--- src/rtl/modexp_pkg.sv ---
// rtl/modexp_pkg.sv - shared state encoding and sizing helpers for the modexp stream controller
package modexp_pkg;

  localparam int MODEXP_DATA_WIDTH = 8;

  typedef enum logic [1:0] {
    ST_IDLE   = 2'd0,
    ST_LAUNCH = 2'd1,
    ST_WAIT   = 2'd2,
    ST_HOLD   = 2'd3
  } modexp_state_e;

  // Width of a counter that must reach timeout_cycles inclusive.
  function automatic int modexp_cnt_width(input int timeout_cycles);
    return $clog2(timeout_cycles + 1);
  endfunction

endpackage

--- src/rtl/modexp_out_reg.sv ---
// rtl/modexp_out_reg.sv - result holding register with valid/ready consume
module modexp_out_reg
  import modexp_pkg::*;
#(
  parameter int DATA_WIDTH = MODEXP_DATA_WIDTH
) (
  input  logic                  clock,
  input  logic                  reset,
  input  logic                  load,
  input  logic [DATA_WIDTH-1:0] load_data,
  input  logic                  load_err,
  input  logic                  out_ready,
  output logic                  out_valid,
  output logic [DATA_WIDTH-1:0] out_data,
  output logic                  out_err
);

  // Load a result, hold it until the sink takes it; data stays put after the handshake.
  always_ff @(posedge clock) begin
    if (reset) begin
      out_valid <= 1'b0;
      out_data  <= '0;
      out_err   <= 1'b0;
    end else if (load) begin
      out_valid <= 1'b1;
      out_data  <= load_data;
      out_err   <= load_err;
    end else if (out_valid && out_ready) begin
      out_valid <= 1'b0;
    end
  end

endmodule

--- src/rtl/modexp_stream_ctrl.sv ---
// rtl/modexp_stream_ctrl.sv - streaming front-end for the modexp engine (optional MODEXP_TIMEOUT_EN)
module modexp_stream_ctrl
  import modexp_pkg::*;
#(
  parameter int DATA_WIDTH     = MODEXP_DATA_WIDTH,
  parameter int TIMEOUT_CYCLES = 2*DATA_WIDTH+4
) (
  input  logic                  clock,
  input  logic                  reset,
  input  logic                  key_load,
  input  logic [DATA_WIDTH-1:0] key_exp,
  input  logic [DATA_WIDTH-1:0] key_mod,
  output logic                  key_ok,
  input  logic                  in_valid,
  output logic                  in_ready,
  input  logic [DATA_WIDTH-1:0] in_data,
  output logic                  out_valid,
  input  logic                  out_ready,
  output logic [DATA_WIDTH-1:0] out_data,
  output logic                  out_err,
  output logic                  busy,
  output logic                  exp_set,
  output logic [DATA_WIDTH-1:0] exp_a,
  output logic [DATA_WIDTH-1:0] exp_b,
  output logic [DATA_WIDTH-1:0] exp_mod,
  input  logic [DATA_WIDTH-1:0] exp_out,
  input  logic                  exp_finished
);

  localparam logic [1:0] IDLE   = ST_IDLE;
  localparam logic [1:0] LAUNCH = ST_LAUNCH;
  localparam logic [1:0] WAIT   = ST_WAIT;
  localparam logic [1:0] HOLD   = ST_HOLD;

  logic [1:0]            state;
  logic [1:0]            state_nxt;
  logic [DATA_WIDTH-1:0] key_exp_q;
  logic [DATA_WIDTH-1:0] key_mod_q;
  logic [DATA_WIDTH-1:0] msg_q;
  logic                  key_ok_q;
  logic                  accept;
  logic                  timed_out;
  logic                  out_load;
  logic [DATA_WIDTH-1:0] out_load_data;
  logic                  out_load_err;

  // A key load in the same cycle as an offered word takes priority.
  assign in_ready = (state == IDLE) & key_ok_q & ~key_load & ~out_valid;
  assign accept   = in_valid & in_ready;
  assign busy     = (state != IDLE);
  assign exp_set  = (state == LAUNCH);
  assign exp_a    = msg_q;
  assign exp_b    = key_exp_q;
  assign exp_mod  = key_mod_q;
  assign key_ok   = key_ok_q;

`ifdef MODEXP_TIMEOUT_EN
  localparam int CNT_W = modexp_cnt_width(TIMEOUT_CYCLES);
  logic [CNT_W-1:0] wait_cnt;

  assign timed_out = (wait_cnt == CNT_W'(TIMEOUT_CYCLES - 1));

  // Count WAIT cycles; each launch starts a fresh count.
  always_ff @(posedge clock) begin
    if (reset || state == LAUNCH) begin
      wait_cnt <= '0;
    end else if (state == WAIT) begin
      wait_cnt <= wait_cnt + CNT_W'(1);
    end
  end
`else
  localparam int unused_timeout_cycles = TIMEOUT_CYCLES;
  assign timed_out = 1'b0;
`endif

  // Next-state and result-load decode; exp_finished is ignored in LAUNCH where it may be stale.
  always_comb begin
    state_nxt     = state;
    out_load      = 1'b0;
    out_load_data = '0;
    out_load_err  = 1'b0;
    case (state)
      IDLE: begin
        if (accept) begin
          if (in_data >= key_mod_q) begin
            state_nxt    = HOLD;
            out_load     = 1'b1;
            out_load_err = 1'b1;
          end else begin
            state_nxt = LAUNCH;
          end
        end
      end
      LAUNCH: state_nxt = WAIT;
      WAIT: begin
        if (exp_finished) begin
          state_nxt     = HOLD;
          out_load      = 1'b1;
          out_load_data = exp_out;
        end else if (timed_out) begin
          state_nxt    = HOLD;
          out_load     = 1'b1;
          out_load_err = 1'b1;
        end
      end
      HOLD: begin
        if (out_valid && out_ready) begin
          state_nxt = IDLE;
        end
      end
      default: state_nxt = IDLE;
    endcase
  end

  // State, key and message registers; keys only change while idle.
  always_ff @(posedge clock) begin
    if (reset) begin
      state     <= IDLE;
      key_exp_q <= '0;
      key_mod_q <= '0;
      key_ok_q  <= 1'b0;
      msg_q     <= '0;
    end else begin
      state <= state_nxt;
      if (state == IDLE && key_load) begin
        key_exp_q <= key_exp;
        key_mod_q <= key_mod;
        key_ok_q  <= (key_mod >= DATA_WIDTH'(2));
      end
      if (accept) begin
        msg_q <= in_data;
      end
    end
  end

  modexp_out_reg #(
    .DATA_WIDTH(DATA_WIDTH)
  ) u_out_reg (
    .clock     (clock),
    .reset     (reset),
    .load      (out_load),
    .load_data (out_load_data),
    .load_err  (out_load_err),
    .out_ready (out_ready),
    .out_valid (out_valid),
    .out_data  (out_data),
    .out_err   (out_err)
  );

endmodule

--- config.mk ---
export PLATFORM = sky130hd
export DESIGN_NAME = modexp_stream_ctrl
export DESIGN_NICKNAME = d
export VERILOG_FILES = /design/src/rtl/modexp_pkg.sv /design/src/rtl/modexp_out_reg.sv /design/src/rtl/modexp_stream_ctrl.sv
export SDC_FILE = /design/constraint.sdc
export NUM_CORES = 1
export LEC_CHECK = 0
export ABC_AREA = 0
export CAP_MARGIN = 5
export CORE_MARGIN = 3
export CORE_UTILIZATION = 40
export CTS_CLUSTER_DIAMETER = 50
export DETAILED_ROUTE_END_ITERATION = 8
export PLACE_DENSITY = 0.77
export SLEW_MARGIN = 40
export SYNTH_ARGS = -nofsm -noshare
export SYNTH_HDL_FRONTEND = slang
export SYNTH_HIERARCHICAL = 1
export SYNTH_SLANG_ARGS = --single-unit
--- constraint.sdc ---
create_clock -name clock -period 4.1 [get_ports clock]
set_input_delay 0.82 -clock clock [delete_from_list [all_inputs] [get_ports clock]]
set_output_delay 0.82 -clock clock [all_outputs]
set_load 0.005 [all_outputs]
==> impl_results.md <==
* Status: completed
* Measured slew at the worst slew-check pin at 0.760 ns
* Crit path top cell by count: clkdlybuf4s50_1
* Cts repair resizes at 0
* Sequential Power Share at 39.4%
* Area Growth Syn to Fin at 48.3%
* Tightest Hold Check Type: reg -> reg
* IO Pins at 76
* Worst path arrival time at 2.38 ns
* Post-route setup TNS at 0 ns
* Syn_nets at 259
* Final hold violations at 0
* Clock latency on the worst-skew pair at 0.28 ns
* Worst ir drop on vdd at 0.307 mV
* Global-route wire length before repair at 7.06 mm
* Hpwl dp at 3.32 mm
* Layout cells sized above 1 at 3.60%
* Clk slew on worst S/H paths at 0.06 ns
* Critical path launch point type: input pin
* Max incr delay on CP at 0.58 ns
* Initial core utilization at 42.2%
* Crit path max-delay cell type: clkdlybuf4s50_1
* H-tree Lvls at 2
* Register bit total from synthesis at 37
* Worst path depth at 3
* I/O Buffers at 75
* Final setup fails at 0
* Initial drt markers at 55
* Initial antenna violation count at 0
* DR pass1 iterations at 4
* Worst-path cell chain: clkdlybuf4s50_1 -> and4bb_1 -> clkdlybuf4s50_1
* N_diodes at 0
* Lkg Pwr at 0.987 nW
* Post-CTS Setup Bufs at 0
* WL final at 4.26 mm
* Mapped cell area at 1720 um2
* Die X at 71.7 um
* Netlist cell types at 32
* Critical Path Sink Type: output pin
* Sink Count at 37
* Setup ws final at 0.900 ns
* Commonest cells post-synth: nand2_1, dfxtp_1, a21oi_1, inv_1
* Die span in y at 71.7 um
* Asr flop ratio synth at 0%
* Tcrit/Tclk final at 78.0%
* Pwr/cell area at 436 nW/um2
* Required time of the critical path at 3.28 ns
* Grt total ovfl at 0
* EDFF count, synth at 0
* Setup CP Type: in -> out
* Sw frac at 33.5%
* Slew Viols, Final at 0
* Clock Power Share at 20.4%
* Worst path buffer plus inverter count at 2
* Number of global-route vias before repair at 1,531
* CTS tree: yes
* Finished Cell Area at 2560 um2
* Hold Buf Count CTS at 0
* Pre-CTS setup slack at 0.905 ns
* Yosys warns at 6
* Drt via density at 4.93
* Crit Path Max Fanout at 10
* Clk_skew at 0.00547 ns
* CTS Buf Count at 5
* # rows at 23
* Internal cell power at 0.000741 W
* Number of remaining DRC errors at 0
* Total track usage at 17.2%
* P_sw at 0.000373 W
* Final ANT Viol Nets at 0
* Ranking of synthesized cells by area: dfxtp_1, ha_1, nand2_1, a21oi_1, mux2i_1
* Syn Area/Cell at 8.29 um2
* Worst slew margin at 49.2%
* Tmin final at 3.20 ns
* Total chip power at 0.00111 W
* Placement Cell Area at 2480 um2
* Largest net degree at the start of global routing at 23
* DR WL/cell at 13.0 um
* Largest area contributor in the netlist: dfxtp_1
* Clock buffer depth at 2
* Syn Inst Count at 208
* RePlAce Congestion at 0.839
* Area share of the largest cell type after synthesis at 43.0%
* MaxCap Viol Count at 0
* Hold Path Stages at 2
* Die ar. at 5130 um2
* Family with the most delay on the worst path: buffers and inverters
* Synth Flop Type: dfxtp_1
* Max Clock Freq at 0.313 GHz
* RSZ-0062 raised after global routing: false
* Via count at 1,616
* Cell with the most instances after synthesis: nand2_1
* CTS root buf: clkbuf_8
* Sequential area share after synthesis at 43.0%
* Worst-case reg-to-reg path depth at 7
* Final net count at 330
* Logic pwr share at 40.2%
* Core area at 4090 um2
==> worst reg2reg max path, cell delays in order (launching register included) <==
cell	delay, ns
dfxtp_1	0.34
inv_1	0.12
ha_1	0.28
and4bb_1	0.50
nand2_4	0.18
o21ai_2	0.57
mux2i_1	0.28
nor2_1	0.06
==> routing by layer <==
| layer | part of all wire [%] | global-route usage (%) |
|---|---|---|
| met1 | 44 | 21.3 |
| met4 | 1.9 | 7.10 |
| met2 | 50 | 29.1 |
| met5 | 0 | 0 |
| met3 | 4.6 | 3.65 |
==> cell type report <==
class	instances	area [um2]
multi-input cells	144	865
clock inverters	1	5.00
clock buffers	5	68.8
inverters	15	56.3
repair buffers	76	758
fillers	373	1530
flip-flops and latches	37	741
well taps	50	62.6
==> cell families (layout without fill, tap and decap cells) <==
family / after synthesis / after routing / synth area share [%]
compound gates: 36 / 36 / 11.8
fa+ha+maj: 13 / 13 / 9.43
simple gates: 85 / 85 / 22.9
mux: 10 / 10 / 5.81
buf+inv: 27 / 97 / 7.11
flops: 37 / 37 / 43.0
==> flip-flops by register name, indices dropped and copies added (netlist names) <==
register	count
key_ok	1
u_out_reg/out_err	1
exp_mod	8
exp_b	8
u_out_reg/out_data	8
exp_a	8
u_out_reg/out_valid	1
state	2
==> power groups by stage <==
stage | sequential [W] | clock (W) | combinational [W]
detailed placement | 0.000445 | 0 | 0.000451
global route | 0.000444 | 0.000251 | 0.000497
global placement | 0.000444 | 0 | 0.000445
finish | 0.000438 | 0.000228 | 0.000448
floorplan | 0.000443 | 0 | 0.000265
CTS | 0.000438 | 0.000236 | 0.000455
==> per-stage QoR <==
stage | hold slack [ns] | utilization, % | instances
floorplan | 0.453 | - | 208
global placement | 0.442 | 60.7 | 322
detailed placement | 0.446 | 60.7 | 322
CTS | 0.455 | 62.6 | 328
global route | 0.474 | 62.6 | 328
finish | 0.454 | 62.6 | 328
==> path summary, 6_finish.rpt <==
path / slack (ns) / to / startpoint
max: 0.90 / in_ready / key_load
max reg2reg: 1.66 / u_out_reg/out_data[2]$_SDFFE_PP0P_ / state[1]$_SDFFE_PP0P_
min reg2reg: 0.45 / exp_b[3]$_SDFFE_PP0P_ / exp_b[3]$_SDFFE_PP0P_
min: 0.45 / exp_b[3]$_SDFFE_PP0P_ / exp_b[3]$_SDFFE_PP0P_
==> cell usage in the layout, fill, tap and decap left out, types with 2 or more instances in the layout <==
cell type        instances
o21ai_0                  2
nand4_1                  2
nor2_1                  13
a21oi_1                 26
clkbuf_8                 5
mux2i_1                 10
dfxtp_1                 37
nand2_1                 42
nand3_1                  8
nor3_1                   3
ha_1                    13
inv_1                   15
clkdlybuf4s50_1         75
and3_1                   9
No activity file was read; power rests on OpenSTA's default activity.
